===== config.mk =====
export PLATFORM = sky130hd
export DESIGN_NAME = scp_fetch
export DESIGN_NICKNAME = d
export VERILOG_FILES = /design/src/rtl/scp_pkg.sv /design/src/rtl/scp_fetch_fifo.sv /design/src/rtl/scp_fetch.sv
export SDC_FILE = /design/constraint.sdc
export NUM_CORES = 1
export LEC_CHECK = 0
export ABC_AREA = 1
export ABC_CLOCK_PERIOD_IN_PS = 5350
export CORE_ASPECT_RATIO = 0.6
export CORE_MARGIN = 5
export CORE_UTILIZATION = 57
export CTS_CLUSTER_SIZE = 16
export DETAILED_ROUTE_END_ITERATION = 10
export MAX_ROUTING_LAYER = met4
export PLACE_DENSITY = 0.82
export SETUP_SLACK_MARGIN = 0.02
export SYNTH_ARGS = -nofsm -noshare
export SYNTH_HDL_FRONTEND = slang
export SYNTH_SLANG_ARGS = --single-unit
export TNS_END_PERCENT = 5

===== constraint.sdc =====
create_clock -name clk -period 5.35 [get_ports clk]
set_clock_uncertainty 0.15 [all_clocks]
set_input_delay 0.535 -clock clk [delete_from_list [all_inputs] [get_ports clk]]
set_output_delay 0.535 -clock clk [all_outputs]
set_load 0.02 [all_outputs]

===== src/rtl/scp_pkg.sv =====
// Shared types and constants for the scp instruction-fetch front end.
package scp_pkg;

  localparam int XLEN = 32;
  localparam int ILEN = 32;
  localparam int ENTRY_W = XLEN + ILEN;

  localparam logic [XLEN-1:0] RESET_PC_DEFAULT = 32'h0000_0000;

  // Fetch sequencer states: no request, request whose data is kept,
  // request whose data belongs to a squashed path.
  typedef enum logic [1:0] {
    IDLE  = 2'd0,
    WAIT  = 2'd1,
    DRAIN = 2'd2
  } fetch_state_e;

  // One prefetched instruction together with the address it came from.
  typedef struct packed {
    logic [XLEN-1:0] pc;
    logic [ILEN-1:0] inst;
  } fetch_entry_t;

endpackage


===== src/rtl/scp_fetch_fifo.sv =====
// Prefetch buffer: DEPTH-entry FIFO of {pc, inst} words. Flush wins over
// push and pop; a push while full is accepted only when a pop frees a slot.
module scp_fetch_fifo
  import scp_pkg::*;
#(
  parameter int DEPTH = 4
) (
  input  logic                     clk,
  input  logic                     res,
  input  logic                     push,
  input  logic [ENTRY_W-1:0]       wr_data,
  input  logic                     pop,
  input  logic                     flush,
  output logic [ENTRY_W-1:0]       rd_data,
  output logic                     full,
  output logic                     empty,
  output logic [$clog2(DEPTH):0]   count
);

  localparam int AW = $clog2(DEPTH);
  localparam logic [AW:0] DEPTH_C = (AW+1)'(DEPTH);

  logic [ENTRY_W-1:0] mem_q [DEPTH];
  logic [AW-1:0]      wr_ptr_q, wr_ptr_d;
  logic [AW-1:0]      rd_ptr_q, rd_ptr_d;
  logic [AW:0]        count_q, count_d;
  logic               do_push, do_pop;

  assign empty   = (count_q == '0);
  assign full    = (count_q == DEPTH_C);
  assign count   = count_q;
  assign rd_data = mem_q[rd_ptr_q];

  assign do_pop  = pop & ~empty;
  assign do_push = push & (~full | do_pop);

  // Pointer and occupancy update; a flush empties the buffer outright.
  always_comb begin
    wr_ptr_d = wr_ptr_q;
    rd_ptr_d = rd_ptr_q;
    count_d  = count_q;
    if (flush) begin
      wr_ptr_d = '0;
      rd_ptr_d = '0;
      count_d  = '0;
    end else begin
      if (do_push) wr_ptr_d = wr_ptr_q + AW'(1);
      if (do_pop)  rd_ptr_d = rd_ptr_q + AW'(1);
      count_d = count_q + {{AW{1'b0}}, do_push} - {{AW{1'b0}}, do_pop};
    end
  end

  // Control state of the buffer.
  always_ff @(posedge clk or posedge res) begin
    if (res) begin
      wr_ptr_q <= '0;
      rd_ptr_q <= '0;
      count_q  <= '0;
    end else begin
      wr_ptr_q <= wr_ptr_d;
      rd_ptr_q <= rd_ptr_d;
      count_q  <= count_d;
    end
  end

  // Storage array; contents are meaningless while the slot is unoccupied.
  always_ff @(posedge clk) begin
    if (do_push && !flush) mem_q[wr_ptr_q] <= wr_data;
  end

endmodule


===== src/rtl/scp_fetch.sv =====
// Instruction-fetch front end: owns the fetch PC, keeps at most one
// instruction-memory read in flight, buffers returned words with their PC
// and presents them to decode. A redirect flushes the buffer and restarts
// fetch; a read already in flight is then completed and its data dropped.
module scp_fetch #(
  parameter int              XLEN     = scp_pkg::XLEN,
  parameter int              DEPTH    = 4,
  parameter logic [XLEN-1:0] RESET_PC = scp_pkg::RESET_PC_DEFAULT
) (
  input  logic            clk,
  input  logic            res,
  output logic            imem_req,
  output logic [XLEN-1:0] imem_addr,
  input  logic            imem_ack,
  input  logic [XLEN-1:0] imem_rdata,
  output logic            inst_valid,
  output logic [XLEN-1:0] inst_data,
  output logic [XLEN-1:0] inst_pc,
  input  logic            inst_ready,
  input  logic            redirect,
  input  logic [XLEN-1:0] redirect_pc
);

  import scp_pkg::ENTRY_W;
  import scp_pkg::fetch_state_e;
  import scp_pkg::fetch_entry_t;
  import scp_pkg::IDLE;
  import scp_pkg::WAIT;
  import scp_pkg::DRAIN;

  localparam int CW = $clog2(DEPTH) + 1;
  localparam logic [CW-1:0] DEPTH_C = CW'(DEPTH);

  fetch_state_e    state_q, state_d;
  logic [XLEN-1:0] fpc_q, fpc_d;
  logic            req_q, req_d;
  logic [XLEN-1:0] addr_q, addr_d;

  logic            ack;
  logic            pop_ok;
  logic            push;
  logic [XLEN-1:0] redirect_tgt;
  logic [XLEN-1:0] fpc_inc;
  logic [CW-1:0]   cnt_pop;

  fetch_entry_t      wr_entry, head_entry;
  logic [ENTRY_W-1:0] head_bits;
  logic              fifo_full, fifo_empty;
  logic [CW-1:0]     fifo_count;

  assign ack          = imem_ack & req_q;
  assign pop_ok       = inst_valid & inst_ready;
  assign redirect_tgt = redirect_pc & ~XLEN'(3);
  assign fpc_inc      = fpc_q + XLEN'(4);
  assign cnt_pop      = fifo_count - {{(CW-1){1'b0}}, pop_ok};

  assign wr_entry.pc   = addr_q;
  assign wr_entry.inst = imem_rdata;
  assign head_entry    = fetch_entry_t'(head_bits);

  scp_fetch_fifo #(
    .DEPTH (DEPTH)
  ) u_fifo (
    .clk     (clk),
    .res     (res),
    .push    (push),
    .wr_data (wr_entry),
    .pop     (pop_ok),
    .flush   (redirect),
    .rd_data (head_bits),
    .full    (fifo_full),
    .empty   (fifo_empty),
    .count   (fifo_count)
  );

  // Outputs come from registered state only; an empty buffer reads as zero.
  assign imem_req   = req_q;
  assign imem_addr  = addr_q;
  assign inst_valid = ~fifo_empty;
  assign inst_data  = fifo_empty ? '0 : head_entry.inst;
  assign inst_pc    = fifo_empty ? '0 : head_entry.pc;

  // Fetch sequencer: next state, request and fetch PC. Redirect dominates.
  always_comb begin
    state_d = state_q;
    fpc_d   = fpc_q;
    req_d   = req_q;
    addr_d  = addr_q;
    push    = 1'b0;
    case (state_q)
      IDLE: begin
        if (redirect) begin
          fpc_d   = redirect_tgt;
          state_d = WAIT;
          req_d   = 1'b1;
          addr_d  = redirect_tgt;
        end else if (!fifo_full || pop_ok) begin
          state_d = WAIT;
          req_d   = 1'b1;
          addr_d  = fpc_q;
        end
      end
      WAIT: begin
        if (redirect) begin
          fpc_d = redirect_tgt;
          if (ack) addr_d = redirect_tgt;
          else     state_d = DRAIN;
        end else if (ack) begin
          push  = 1'b1;
          fpc_d = fpc_inc;
          if ((cnt_pop + CW'(1)) < DEPTH_C) begin
            addr_d = fpc_inc;
          end else begin
            state_d = IDLE;
            req_d   = 1'b0;
          end
        end
      end
      DRAIN: begin
        if (redirect) begin
          fpc_d = redirect_tgt;
          if (ack) begin
            state_d = WAIT;
            addr_d  = redirect_tgt;
          end
        end else if (ack) begin
          state_d = WAIT;
          addr_d  = fpc_q;
        end
      end
      default: begin
        state_d = IDLE;
        req_d   = 1'b0;
      end
    endcase
  end

  // Sequencer registers.
  always_ff @(posedge clk or posedge res) begin
    if (res) begin
      state_q <= IDLE;
      fpc_q   <= RESET_PC;
      req_q   <= 1'b0;
      addr_q  <= RESET_PC;
    end else begin
      state_q <= state_d;
      fpc_q   <= fpc_d;
      req_q   <= req_d;
      addr_q  <= addr_d;
    end
  end

endmodule


==> flow_summary.toml <==
[status]
status = "completed"

[placement]
dp.final_hpwl_mm = 26.94
port_buffers = 164
place_area_um2 = 17410
gp_congestion = 1.001

[sta]
fin_crit_ns = 4.235
fmax_mhz = 236.1
hold_viol = 0
worst_pin_slew_ns = 1.252
rsz0062_at_grt = "no"
setup_viol = 0
maxSlewHeadroom = 0.1647
fin_crit_sh = 0.7916
tns_ns = 0
fin_worst_hold_slack_ns = 0.1524
final_max_slew_viol_count = 0

[worst_setup_path]
critPathMaxStageDelay_ns = 0.85
path_buf_inv = 2
critical_path_class = "flop to output port"
critPathSlowestCell = "buf_4"
crit_chain = "buf_4 -> nor2_1 -> nor2_1 -> o21ai_0 -> a21oi_1 -> clkdlybuf4s50_1"
path_max_fanout = 90
cp.required_ns = 4.66
end_kind = "output port"
start_kind = "flop"
arrival_ns = 3.55
path_delay_family = "buffers and inverters"
crit_top_cell = "nor2_1"

[detailed_routing]
post-route-drc-count = 0
wire_per_inst_um = 20.29
viasPerCell = 5.898
met2WireLength_mm = 19.88
num_vias = 12690
drtIter0Drc = 1718
wl_met3_mm = 4.776
wl_mm = 43.67
met1_length_mm = 18.11
first_pass_iters = 6
top_layer = "met4"
ant_nets = 0

[cells_and_area]
antenna_cells = 0
drive_above_1_share = 0.05636
final_util = 0.6967
nNetsFinal = 1851
area_growth_pct = 19.66
postLayoutCellArea_um2 = 18490

[logic_synthesis]
ys_seq_elements = 328
ys.flop_type = "edfxtp_1"
synth_most_common_cell = "nor2_1"
yosys-top-cells-area = "edfxtp_1, dfrtp_1, nor2_1"
yosys.area.top_type = "edfxtp_1"
yosys_warnings = 0
synth.distinct_cells = 38
syn_nets = 1724
netlist_area_um2 = 15450
yosys.area.top_type_share = 0.4976
ys_seq_area_frac = 0.6142
synth_edf_count = 256
synth_common_cells = "nor2_1, edfxtp_1, nand2_1"
syn_area_per_cell_um2 = 9.408
synth_async_sr_flop_share = 0.2195
syn_inst = 1642

[cts]
root_buffer = "clkbuf_16"
htreeDepth = 1
tritoncts = "done"
cts_made_buffers = 30
cts_hold_buf = 0
cts_setup_buffers = 0
cts_resized = 0
clock_path_buffers = 3
insertion_delay_ns = 0.57
clock-sinks = 328
path_clk_slew_ns = 0.07

[pwr]
total_power_uw = 11040
p_leak_uw = 0.006980
vdd_drop_max_mv = 0.4204
powerDensity_nw_per_um2 = 597.3

[floorplanning]
core_area_um2 = 26530
io_pins = 167
die_x_um = 222.5
rows = 46
die_area_um2 = 30600
die_h_um = 137.5
initial_utilization = 0.5822

[grt]
track_usage = 0.2852
grt_max_degree = 91
grt_overflow_total = 0
grt_pass1_wl_mm = 67.18
antenna_found_initial = 0
grt_pass1_vias = 12190

[job]
maxCapViolations = 0

[hold_path]
hold_path.class = "primary input to asynchronous set/reset pin"
per-stage QoR:
stage / std cells / setup slack [ns]
2_1_floorplan: 1642 / 0.8020
3_3_place_gp: 2097 / 1.629
3_5_place_dp: 2097 / 1.567
4_1_cts: 2152 / 1.119
5_1_grt: 2152 / 0.9550
6_report: 2152 / 1.115
power by group:
| group | switching [µW] | leakage, µW | internal [µW] |
|---|---|---|---|
| logic | 3210 | 0.00327 | 1770 |
| clock network | 965 | 0.000525 | 1370 |
| registers | 512 | 0.00318 | 3220 |
flip-flops by register name (all words and copies together) (netlist names):
signal,cells
fpc_q,30
imem_addr,32
imem_req,1
state_q,2
u_fifo.count,3
u_fifo.mem_q,256
u_fifo.rd_ptr_q,2
u_fifo.wr_ptr_q,2
final timing paths:
check                                               startpoint                              to  slack, ns  cells after the start
worst max-delay path            u_fifo.rd_ptr_q[0]$_DFFE_PP0P_                     inst_pc[24]       1.12                      6
worst min-delay path                                       res       imem_addr[30]$_DFFE_PP0P_       0.15                      2
worst max register to register       u_fifo.count[1]$_DFF_PP0_       imem_addr[17]$_DFFE_PP0P_       1.93                     16
worst min register to register            imem_req$_DFFE_PP0P_            imem_req$_DFFE_PP0P_       0.42                      2
max in group asynchronous                                  res  u_fifo.rd_ptr_q[0]$_DFFE_PP0P_       4.02                      3
min in group clk                          imem_req$_DFFE_PP0P_            imem_req$_DFFE_PP0P_       0.42                      2
cells in the final DEF, fill, tap and decap left out, types with 5 or more instances in the layout:
cell             synthesis  layout
buf_4                    1      25
bufinv_16                0       5
dfrtp_1                 72      70
inv_2                    3       5
o22ai_1                 11      11
nor2_4                   1       6
ha_1                    12      12
inv_1                  103     100
clkinv_2                 0       7
nor2_1                 351     345
nand2_1                225     225
nor3_1                  22      22
o21ai_1                 12      12
nand3_1                 49      49
nor2_2                   4       5
clkdlybuf4s50_1          0     163
and2_1                   9       9
edfxtp_1               256     256
o211ai_1                24      24
o21ai_0                214     214
clkbuf_16                0      32
xor2_1                  15      15
a21oi_1                139     139
area by class of cell:
| class | instances | area (µm²) |
|---|---|---|
| Clock inverter | 16 | 216.5 |
| Inverter | 106 | 399.1 |
| Multi-Input combinational cell | 1112 | 5205 |
| Fill cell | 1986 | 8046 |
| Clock buffer | 39 | 857.1 |
| Sequential cell | 328 | 9494 |
| Timing Repair Buffer | 191 | 1864 |
| Tap cell | 360 | 450.4 |
layer usage:
layer  vias to the layer above  GRT usage
met3                        85    0.07411
met5                         -          -
met4                         0    0.07208
met2                       706     0.4317
li1                       5843          -
met1                      6059     0.3927
worst reg2reg max path: cells and delay by family (launching register included):
family | cells | cell delay [ns]
flops | 1 | 0.45
buf+inv | 5 | 0.96
fa+ha+maj | 1 | 0.14
simple gates | 9 | 1.44
xor+xnor | 1 | 0.17
logic make-up (layout without fill, tap and decap cells):
kind of cell,after synthesis,in the layout,share of synthesized area
AND/OR/NAND/NOR,668,668,0.1723
flip-flops,328,328,0.6142
XOR/XNOR,16,16,0.009071
buffers and inverters,202,352,0.05143
AO/OA/AOI/OAI,415,415,0.1420
adder cells (fa/ha/maj),13,13,0.01101
(Power assumes the default switching activity.)
